--- src/rtl/osmx_mbus_pkg.sv ---
// Shared types and default widths for the memory-bus arbiter.
package osmx_mbus_pkg;

    localparam int MBUS_ADDR_W = 48;
    localparam int MBUS_DATA_W = 64;

    typedef enum logic [1:0] {
        IDLE = 2'd0,
        BUSY = 2'd1,
        DONE = 2'd2
    } arb_state_t;

    typedef enum logic {
        RD = 1'b0,
        WR = 1'b1
    } mbus_dir_t;

endpackage

--- src/rtl/mbus_arbiter_rr_pick.sv ---
// Combinational round-robin picker: lowest requester at or above ptr, else lowest overall.
module rr_pick #(
    parameter int N     = 2,
    parameter int IDX_W = 1
) (
    input  logic [N-1:0]     req,
    input  logic [IDX_W-1:0] ptr,
    output logic [N-1:0]     gnt,
    output logic [IDX_W-1:0] idx,
    output logic             any
);

    logic [N-1:0] upper;
    logic [N-1:0] masked;
    logic [N-1:0] pool;

    always_comb begin
        // NOTE: every variable gets a default before any conditional path, so no latch is inferred.
        upper = '0;
        idx   = '0;
        for (int i = 0; i < N; i++) begin
            upper[i] = (i >= int'(ptr));
        end
        masked = req & upper;
        pool   = (|masked) ? masked : req;
        // isolate the lowest set bit of the candidate pool
        gnt    = pool & (~pool + N'(1));
        for (int i = 0; i < N; i++) begin
            if (gnt[i]) idx = IDX_W'(i);
        end
        any = |req;
    end

endmodule

--- src/rtl/mbus_arbiter.sv ---
// Round-robin memory-bus arbiter: one transaction in flight, completion routed back to the owner,
// and a watchdog that aborts a transaction the slave never acknowledges.
module mbus_arbiter
    import osmx_mbus_pkg::*;
#(
    parameter int          NMASTERS = 2,
    parameter int          ADDR_W   = MBUS_ADDR_W,
    parameter int          DATA_W   = MBUS_DATA_W,
    parameter int unsigned TIMEOUT  = 255
) (
    input  logic                         clk,
    input  logic                         rst,
    input  logic [NMASTERS-1:0]          m_re,
    input  logic [NMASTERS-1:0]          m_we,
    input  logic [NMASTERS*ADDR_W-1:0]   m_addr,
    input  logic [NMASTERS*DATA_W-1:0]   m_wdata,
    output logic [NMASTERS-1:0]          m_done,
    output logic                         m_err,
    output logic [DATA_W-1:0]            m_rdata,
    output logic [NMASTERS-1:0]          m_gnt,
    output logic                         mem_re,
    output logic                         mem_we,
    output logic [ADDR_W-1:0]            mem_addr,
    output logic [DATA_W-1:0]            mem_wdata,
    input  logic [DATA_W-1:0]            mem_rdata,
    input  logic                         mem_ack
);

    localparam int IDX_W = (NMASTERS > 1) ? $clog2(NMASTERS) : 1;

    localparam logic [1:0] S_IDLE = IDLE;
    localparam logic [1:0] S_BUSY = BUSY;
    localparam logic [1:0] S_DONE = DONE;

    logic [1:0]          state;
    logic [IDX_W-1:0]    rr_ptr;
    logic [IDX_W-1:0]    owner;
    mbus_dir_t           lat_dir;
    logic [15:0]         cnt;

    logic [NMASTERS-1:0] pick_gnt;
    logic [IDX_W-1:0]    pick_idx;
    logic                pick_any;
    logic [ADDR_W-1:0]   sel_addr;
    logic [DATA_W-1:0]   sel_wdata;
    logic                sel_re;
    logic                sel_we;
    logic [IDX_W-1:0]    next_ptr;

    rr_pick #(
        .N     (NMASTERS),
        .IDX_W (IDX_W)
    ) u_pick (
        .req (m_re | m_we),
        .ptr (rr_ptr),
        .gnt (pick_gnt),
        .idx (pick_idx),
        .any (pick_any)
    );

    always_comb begin
        sel_addr  = '0;
        sel_wdata = '0;
        for (int i = 0; i < NMASTERS; i++) begin
            if (pick_idx == IDX_W'(i)) begin
                sel_addr  = m_addr[i*ADDR_W +: ADDR_W];
                sel_wdata = m_wdata[i*DATA_W +: DATA_W];
            end
        end
        sel_re   = m_re[pick_idx];
        sel_we   = m_we[pick_idx];
        next_ptr = (owner == IDX_W'(NMASTERS - 1)) ? '0 : owner + IDX_W'(1);
    end

    always_ff @(posedge clk or posedge rst) begin
        if (rst) begin
            state     <= S_IDLE;
            rr_ptr    <= '0;
            owner     <= '0;
            lat_dir   <= RD;
            cnt       <= '0;
            m_done    <= '0;
            m_err     <= 1'b0;
            m_rdata   <= '0;
            m_gnt     <= '0;
            mem_re    <= 1'b0;
            mem_we    <= 1'b0;
            mem_addr  <= '0;
            mem_wdata <= '0;
        end else begin
            // NOTE: non-blocking assignments throughout, so every register sees pre-edge values.
            case (state)
                S_IDLE: begin
                    if (pick_any) begin
                        owner <= pick_idx;
                        m_gnt <= pick_gnt;
                        if (sel_re && sel_we) begin
                            // ambiguous direction: complete with an error, never touch memory
                            m_err  <= 1'b1;
                            m_done <= pick_gnt;
                            state  <= S_DONE;
                        end else begin
                            lat_dir   <= sel_we ? WR : RD;
                            mem_addr  <= sel_addr;
                            mem_wdata <= sel_wdata;
                            mem_re    <= sel_re;
                            mem_we    <= sel_we;
                            cnt       <= '0;
                            state     <= S_BUSY;
                        end
                    end
                end
                S_BUSY: begin
                    if (mem_ack) begin
                        if (lat_dir == RD) m_rdata <= mem_rdata;
                        mem_re <= 1'b0;
                        mem_we <= 1'b0;
                        m_err  <= 1'b0;
                        m_done <= m_gnt;
                        state  <= S_DONE;
                    end else if (cnt == 16'(TIMEOUT - 1)) begin
                        mem_re <= 1'b0;
                        mem_we <= 1'b0;
                        m_err  <= 1'b1;
                        m_done <= m_gnt;
                        state  <= S_DONE;
                    end else begin
                        cnt <= cnt + 16'd1;
                    end
                end
                S_DONE: begin
                    m_done <= '0;
                    m_err  <= 1'b0;
                    m_gnt  <= '0;
                    cnt    <= '0;
                    rr_ptr <= next_ptr;
                    state  <= S_IDLE;
                end
                default: state <= S_IDLE;
            endcase
        end
    end

endmodule

--- config.mk ---
export PLATFORM = sky130hd
export DESIGN_NAME = mbus_arbiter
export DESIGN_NICKNAME = d
export VERILOG_FILES = /design/src/rtl/osmx_mbus_pkg.sv /design/src/rtl/mbus_arbiter_rr_pick.sv /design/src/rtl/mbus_arbiter.sv
export SDC_FILE = /design/constraint.sdc
export NUM_CORES = 1
export LEC_CHECK = 0
export BUFFER_PORTS_ARGS = -buffer_cell sky130_fd_sc_hd__buf_4
export CAP_MARGIN = 20
export CORE_AREA = 2 2 187 189
export DETAILED_ROUTE_END_ITERATION = 10
export DIE_AREA = 0 0 189 191
export GPL_TIMING_DRIVEN = 0
export PLACE_DENSITY = 0.57
export RECOVER_POWER = 50
export SLEW_MARGIN = 20
export SYNTH_ARGS = -nofsm -noshare
export SYNTH_HDL_FRONTEND = slang
export SYNTH_HIERARCHICAL = 1
export SYNTH_SLANG_ARGS = --single-unit
--- constraint.sdc ---
create_clock -name clk -period 15.9 [get_ports clk]
set_clock_uncertainty 0.1 [all_clocks]
set_input_delay 1.59 -clock clk [delete_from_list [all_inputs] [get_ports clk]]
set_output_delay 1.59 -clock clk [all_outputs]
set_load 0.05 [all_outputs]
# == After elaboration in Yosys (flattened, before gate mapping) ==
# Cells that the tools add are included.
# Widths: inputs -> output; s select.
# totals
reg_bits,204
latchBits,0
ram_bits,0
mem_bits_ro,0
inputBits,295
output_inout_bits,183
word_cells,88
mem_count,0
# classes
add_sub_neg,3
n_mul,0
div_mod_pow,0
order_cmp,2
eq_ne,9
shifts,0
muxes,40
bitwise_logic,6
n_reduce_logical,15
# op_table
operator,n
$mux 16,4
$mux 64,1
$mux 48,1
$pmux 16 s3,1
$mux 2,10
$mux 1,17
$add 16x1->16 const B,1
$eq 16x8->1 const B,1
$ne 2x2->1 const B,5
$pmux 2 s2,2
$reduce_and 4->1,2
$pmux 2 s3,1
$reduce_and 2->1,3
$reduce_and 3->1,2
$reduce_and 5->1,1
$and 2x2->2,2
$pmux 1 s2,2
$reduce_bool 2->1,2
$reduce_or 2->1,2
$ne 3x3->1 const B,1
$pmux 1 s3,1
$reduce_bool 3->1,1
$add 2x1->2 const B,1
$eq 2x1->1 const B,1
9 further kinds,10

# == Logic depth before layout (Yosys ltp) ==
# Gate-level depths: netlist (run 1).
# depth
ltp_word,14
mapped_depth,11
ltp_nobuf,7

# == Cells and area by module ==
# The synthesis (run 1) kept the hierarchy.
# modules_own_cells
module,instances,cells_each,area_per_inst_um2
mbus_arbiter,1,815,9105.0
rr_pick,1,5,32.5

# == Worst setup path before layout (run 1) ==
# No wires, ideal clock.
# synth_path
path_kind,input to register
startpoint,input port m_re[0]
endpoint,register cnt[4]
setup_time_ps,119
arrival_ps,3695
t_required_ps,15681
setup_slack_ps,11986
cell_stages,11
path_buffers,4
cell_sequence,or2_2 a21boi_1 buf_2 and3b_1 a311o_1 buf_2 a22o_1 buf_2 buf_1 a21oi_1 nand2_1
# synth_between
elab_chain_cells,13
elab_cells_between_ends,17
classes_between,add/sub (1); eq/ne (2); mux (6); bitwise (4); reduce/logical (4)
# synth_rtl
element,line,rtl
from (decl),mbus_arbiter.sv:13,"input logic [NMASTERS-1:0] m_re,"
$or 2x2->2 (*),mbus_arbiter.sv:54,".req (m_re | m_we),"
$and 2x2->2,mbus_arbiter_rr_pick.sv:24,masked = req & upper;
$reduce_or 2->1,mbus_arbiter_rr_pick.sv:25,pool = (|masked) ? masked : req;
$mux 2 (*),mbus_arbiter_rr_pick.sv:25,
$not 2->2,mbus_arbiter_rr_pick.sv:27,gnt = pool & (~pool + N'(1));
$add 2x1->2,mbus_arbiter_rr_pick.sv:27,
$and 2x2->2 (*),mbus_arbiter_rr_pick.sv:27,
$mux 1 (*),mbus_arbiter_rr_pick.sv:29,if (gnt[i]) idx = IDX_W'(i);
named net pick_idx,mbus_arbiter.sv:42,logic [IDX_W-1:0] pick_idx;
$mux 1 (on tied branches) (2 in a row),"mbus_arbiter.sv:70, mbus_arbiter.sv:71",
$logic_and 1x1->1 (*),mbus_arbiter.sv:97,if (sel_re && sel_we) begin
$ne 2x2->1 (no source line) (*),-,
$reduce_and 5->1 (no source line) (*),-,
to (signal assigned),mbus_arbiter.sv:128,cnt <= cnt + 16'd1;
to (decl),mbus_arbiter.sv:39,logic [15:0] cnt;
# Mark *: on every way through the listed nets, which the timed path passes. The rest lies on a longest branch. The select of a mux whose other input is x is not followed.
# A chain may end at the register's enable or synchronous reset.

==> summary by stage, run 1 <==
Logic synthesis
The post-synth net total is 1120. The number of instances in the synthesized netlist is 820. The share of synthesized area in the top cell type comes to 55.87%. The biggest area consumer among synthesized cells is dfrtp_1. The most used flip-flop cell after synthesis is dfrtp_1. Counting flops with a built-in enable in the synthesized netlist gives 0. In this run the mean area of a mapped cell was 11.14 sq um. dfrtp_1 is the most common cell in the netlist. The number of library cell types mapped by synthesis is 43. The post-synthesis sequential element count is 204. The cell area that synthesis handed to floorplanning was 9138 sq um. For this run, the number of Yosys warnings is 6. In the synthesized netlist the async set-or-reset flop fraction comes to 100.0%. In the post-synthesis netlist, the biggest area contributors are dfrtp_1, mux2i_1, mux2_2.

The share of the Yosys chip area taken by registers is 55.87%. In the synthesized netlist, the cells that appear most often are dfrtp_1, nand2_1, o21ai_0.

Clock network
The CTS tree is yes. The tree is rooted in a clkbuf_16. The deepest clock path buffer count is 3. The buffer count from post-CTS setup fixing is 0. After clock tree synthesis, the clock-pin slew on the worst setup and hold paths is 0.06 ns. The clock latency at the later pin of the worst-skew pair is 0.52 ns.

The post-CTS resize count is 0. Hold repair after CTS inserted 0 buffers. The number of clock sinks is 204. CTS built an H-tree with a depth of 1.

TritonCTS created 24 clock buffers.

Power
Summing internal, switching and leakage power gives 3.299 mW. For this design the static power due to leakage is 6.759 nW. The peak supply drop is 125.4 uV. The power per cell area is 239.6 nW/um^2.

Placed design
The count of placed standard cells including taps is 1754. During placement, the flow inserted port buffers numbering 477. The post-DP HPWL is 25.10 mm. The global placement routability congestion is 0.8032. The placed standard-cell area is 13350 sq um.

Route
In this run the remaining antenna-violating nets after routing total 0. Dividing the detail-routed wire length by the instance count gives 17.85 microns. The detailed router placed 8120 vias in this run. The iteration-0 DRC count of the detailed router is 316. The routed via count divided by cell count is 4.524. After detailed routing, the number of remaining DRC violations is 0. The number of detailed-routing iterations run before antenna repair is 4. For this block, the routed nets add up to 32.05 mm of wire.

Setup path
The endpoint kind of the worst setup timing path is an asynchronous set/reset pin. The worst reg2reg path startpoint is rr_ptr. The internal reg-to-reg setup slack is 12.92 ns.

Of all nets on the critical path, the largest fanout is 98. The startpoint type of the worst setup path is an input port. The path depth of the worst reg2reg path is 11. By startpoint and endpoint, the worst setup path is classified as input port to asynchronous set/reset pin. The critical path starts at rst. The data arrival time of the critical path is 6.33 ns. The required time at the endpoint of the critical path is 15.16 ns. The terminus of the critical flop-to-flop path is cnt[11].

Finish
The total inserted antenna cells is 0. The share of post-route cells with drive strength above 1 is 37.54%. The final net count is 1625. The multi-input combinational cells in the finished layout cover a total of 3776 sq um. The final standard cell area without fillers is 13770 sq um. The filler cell count is 3477. Across the whole layout, storage elements account for 5105 sq um. The area growth from synthesis to layout is 50.71%. After the flow finishes, the layout carries non-filler instances totaling 1795.

GRT
The all-layer global routing usage is 17.22%. The global-route wire length before repair is 48.32 mm. The total congestion overflow is 0.

The initial antenna violation count came to 1. Entering global routing, the biggest net connects 99 pins. The via count of the first global-routing pass was 8439.

Floorplan
The initial standard-cell utilization of the core is 26.78%. The horizontal die dimension is 189 microns. The I/O pin total is 478.

The floorplan step defined a die boundary enclosing 36100 sq um. The die outline height is 191 microns. The core footprint is 34120 sq um.

The placement row count is 68.

Hold path
The classification of the worst-slack hold path is flip-flop to flip-flop. The start point of the worst min-delay path is owner. For hold timing, the worst endpoint is rr_ptr. Counting instances, the worst hold path has a depth of 1.

Timing
The setup violation total in the final timing report is 0. Dividing the final minimum period by the clock period gives 44.44%. Setup total negative slack on the finished layout was measured at 0 ns.

The highest attainable clock frequency is 141.5 MHz. The smallest hold slack is 0.3511 ns. For the pin with the worst max-slew slack, the measured transition is 5.225 ns. The number of pins exceeding their max-slew limit in the final report is 179. The worst path in the final design needs a cycle of 7.067 ns, including I/O delays and setup. Setup repair after global routing left no endpoint under its margin.

The relative max-transition margin is -248.4%. The count of endpoints failing hold in the final timing report came to 0.

Run
The number of maximum-capacitance violations is 2.

Status
The run finished, with violations left. The checks that failed: capacitance limit, slew limit.
-- sequential cells by signal, indices dropped and copies added, names as in the netlist --
register and flops:
owner 1, mem_addr 48, m_rdata 64, m_err 1, state 2, m_done 2
mem_re 1, m_gnt 2, lat_dir 1, mem_wdata 64, mem_we 1, cnt 16
rr_ptr 1
-- metrics by stage --
stage          worst slack (ns)  utilization, %
4_1_cts                   11.82           41.47
3_5_place_dp              11.23           39.13
5_1_grt                   7.486           40.36
3_3_place_gp              5.998           38.95
6_report                  8.833           40.36
2_1_floorplan             8.643               -
-- how the worst max path moves through the flow --
stage                    end
4_1_cts               cnt[4]
6_report       mem_wdata[47]
5_1_grt        mem_wdata[54]
3_5_place_dp          cnt[4]
3_3_place_gp     mem_addr[1]
2_1_floorplan         cnt[0]
-- cell families after synthesis --
logic type               count (synthesis)  share of synthesized area (%)
buffers and inverters                   66                          2.807
AND/OR/NAND/NOR                        208                          10.35
adder cells (fa/ha/maj)                  5                         0.6847
multiplexers                           186                          21.31
AO/OA/AOI/OAI                          151                          8.983
flip-flops                             204                          55.87
-- worst max-delay path: stages --
cell and delay (ns):
clkbuf_4 0.11, clkinvlp_2 0.79, clkbuf_1 3.70
-- layout make-up --
cell class,count,area share [%]
tap,455,4.134
timing repair buffer,479,23.71
clock buffer,35,5.179
inverter,14,0.3907
clock inverter,6,0.6088
multi-input combinational,550,27.42
sequential,204,37.07
buffer,52,1.481
-- where the power goes --
| group | total (mW) | switching (mW) | internal (mW) |
|---|---|---|---|
| Combinational | 1.85 | 1.36 | 0.498 |
| Clock | 0.556 | 0.215 | 0.341 |
| Sequential | 0.890 | 0.128 | 0.762 |
-- metal layers --
layer  global-route usage, %  part of all wire (%)
met2                   31.18                    52
met3                   3.617                   6.0
met4                   5.078                   2.6
met5                       0                     0
met1                   20.47                    40
-- placed cells by master (no fill, tap or decap), types with 2 or more instances in the layout --
master / synthesis / layout
mux2i_1: 118 / 118
nor2_1: 9 / 9
or4b_1: 4 / 4
clkbuf_1: 45 / 138
nand2b_1: 2 / 2
bufinv_16: 0 / 2
nor4b_1: 3 / 3
dfrtp_1: 204 / 204
buf_4: 1 / 391
o31ai_1: 2 / 2
nand3_1: 17 / 17
clkbuf_16: 0 / 25
nand2_1: 141 / 141
nand4_1: 5 / 5
nor4_1: 2 / 2
a211o_1: 3 / 3
clkinv_2: 0 / 3
inv_1: 14 / 13
o21ai_0: 123 / 123
and3_1: 8 / 8
nand4b_1: 5 / 5
a21oi_1: 7 / 7
clkbuf_8: 0 / 5
or2_2: 2 / 2
a22o_1: 3 / 3
buf_1: 2 / 2
a21boi_1: 2 / 2
buf_2: 4 / 4
ha_1: 5 / 5
o211ai_1: 3 / 3
mux2_2: 68 / 68
nor3_1: 3 / 3
No activity file was read; power rests on OpenSTA's default activity.
==> run 2, diff against run 1 <==
Settings changed: PLACE_DENSITY 0.57 to 0.59.
Clock period 15.9 ns to 6.2 ns, I/O delays scaled along.
==> summary by stage, run 2 (same netlist as run 1, synthesis figures left out) <==
Power
The part of the power in combinational logic is 56.6%. The peak supply drop is 251.4 uV. Net switching is 51.84% of the power. For this design the total switching power over the nets is 4.328 mW. The clock share of power is 16.1%. The sequential share of power is 27.3%. The power per cell area is 606.5 nW/um^2.

In this run the static leakage power is 6.744 nW. The internal power is 4.020 mW.

Finish
The final net count is 1630. 0 antenna diodes ended up in the layout. In the layout the commonest cells are buf_4, dfrtp_1, clkbuf_1.

The filler cell count is 3460. The register area is 5105 sq um. Once layout is complete, the utilization of the core stands at 40.34%.

The largest registers in the layout are m_rdata (64), mem_wdata (64), mem_addr (48). The share of post-route cells with drive strength above 1 is 37.19%. Relative to the synthesized area, the layout overhead comes to 50.64%. The commonest non-fill, non-tap cell in the layout is buf_4. Summing all multi-input logic gate instances after layout gives 3776 sq um.

Setup path
The buffering stage count on the worst path with inverters included is 4. Along the worst path, the maximum fanout reaches 33. The standard cell with the maximum stage delay on the critical path is clkbuf_1. The internal reg-to-reg setup slack is 3.17 ns. On the worst path, the slowest cell contributes a delay of 1.35 ns. The critical path goes through clkbuf_4 > clkinvlp_2 > clkbuf_1 > clkbuf_1. The most frequent cell on the critical path is clkbuf_1. On the critical path the largest part of the delay comes from buffers and inverters. The worst setup path is launched from an input port. At the worst endpoint, the required time is 6.38 ns.

The worst setup path is captured at an asynchronous set/reset pin. The type of the setup path with the least slack is input port to asynchronous set/reset pin. The data arrival time of the critical path is 4.12 ns.

Route
The remaining antenna violation count is 0. For this block, the routed nets add up to 31.41 mm of wire. The residual DRC count is 0. In the routed layout, each cell is associated on average with a via count of 4.449. The iteration-0 DRC count of the detailed router is 316. The routed length per instance is 17.43 microns. Before antenna repair, the detailed router went through 4 iterations. The routed layout has 8017 vias.

GRT
Across every metal layer, demand over resource in global routing totals 16.79%. The via count of the first global-routing pass was 8417. The total overflow left after global routing is 0.

The global-route wire length before repair is 47.47 mm. The pin count of the biggest net entering global routing is 34. The initial antenna violation count is 0.

Clock network
The number of clock sinks is 204. Buffers inserted to repair hold after CTS numbered 0. The longest clock path from root to sink contains 3 buffers. The number of H-tree branching levels is 1. TritonCTS built the clock tree. Clock tree synthesis inserted a total of 24 buffers. The buffer count from post-CTS setup fixing is 0. Clock latency on the worst-skew pair, taken at its later pin, is 0.52 ns.

The number of gates resized after CTS was 0. The clock slew at the register clock pins of the worst setup and hold paths is 0.06 ns. The buffer cell driving the clock tree root is clkbuf_16.

Floorplan
The total area inside the core boundary comes to 34120 sq um. The die outline height is 191 microns. The horizontal die dimension is 189 microns. The die covers 36100 sq um. For this design the top-level I/O count stands at 478. In this run the core area contains 68 standard-cell rows.

The initial standard-cell utilization of the core is 26.78%.

Run
Across the run, the number of max-cap violations was 3.

Timing
Setup repair after global routing left no endpoint under its margin. Derived from the worst setup path, the maximum achievable clock frequency is 253.7 MHz. The actual slew at the worst max-slew pin is 1.779 ns. The count of endpoints failing hold in the final timing report is 0. The relative max-transition margin is -18.59%. The accumulated negative setup slack is 0 ns. Subtracting the final worst setup slack from the clock period gives 3.941 ns.

The share of the clock period used by the worst path after layout is 63.56%. The number of pins exceeding their max-slew limit in the final report is 93. Setup violations remaining at the end of the flow were counted as 0.

Placed design
The count of buffers inserted at the top-level ports is 477. The global placement routability congestion is 0.8093. Detailed placement finished with a half-perimeter wire length of 25.00 mm.

Status
The flow ran to the end, but the final reports show violations. The checks that failed: capacitance limit, slew limit.

Hold path
The classification of the worst-slack hold path is input port to flip-flop.
[run 2: cell count changes in the layout (fill, tap and decap cells not counted), sizes merged]
| cell | change |
|---|---|
| buf | -1 |
| bufinv | -2 |
| clkbuf | +9 |
| clkinvlp | +1 |
[run 2: power by group through the flow]
stage	Combinational, mW	Sequential (mW)	Clock [mW]
after detailed placement	5.05	2.30	0
after global placement	5.01	2.28	0
after floorplan	1.26	4.32	0
final	4.72	2.28	1.34
after CTS	5.05	2.29	1.39
after global routing	5.02	2.36	1.45
[run 2: cell type report]
cell class	count	share of cell area [%]
sequential	204	37.09
buffer	52	1.482
tap	455	4.136
clock buffer	38	5.263
timing repair buffer	484	23.98
inverter	14	0.3909
multi-input combinational	550	27.43
clock inverter	5	0.2273
[run 2: final timing paths]
kind                                    start            end  cells after the start
max in group clk                      m_re[0]        cnt[11]                     12
worst min register to register   mem_addr[38]   mem_addr[38]                      2
worst max-delay path                      rst  mem_wdata[62]                      4
min in group asynchronous                 rst    m_rdata[42]                      2
worst max register to register         rr_ptr        cnt[11]                     11
worst min-delay path            mem_rdata[42]    m_rdata[42]                      2
[run 2: through the flow]
stage	area [sq um]	hold WS, ns	total power [mW]	setup WS [ns]	std cells
2_1_floorplan	9141	0.3202	5.581	2.836	820
3_3_place_gp	13290	0.3603	7.290	1.449	1752
3_5_place_dp	13450	0.3658	7.354	2.548	1759
4_1_cts	14200	0.1270	8.731	3.095	1802
5_1_grt	13760	0.2155	8.830	1.459	1802
6_report	13760	0.2372	8.349	2.259	1802
[run 2: layer usage]
| layer | global-route usage (%) | up-vias | part of all wire [%] |
|---|---|---|---|
| li1 | - | 3900 | - |
| met2 | 30.50 | 292 | 51 |
| met1 | 20.07 | 3779 | 40 |
| met4 | 4.778 | 0 | 2.7 |
| met5 | 0 | - | 0 |
| met3 | 3.305 | 46 | 6.2 |
[run 2: worst reg2reg max path, cell delays in order, from the launching register on]
cell and delay [ns]:
dfrtp_1 0.37, inv_1 0.04, a21boi_0 0.23, buf_2 0.36, and3b_1 0.24, a311o_1 0.34
buf_2 0.23, a22o_1 0.29, buf_2 0.22, buf_1 0.24, nand2_1 0.13, o221ai_1 0.11
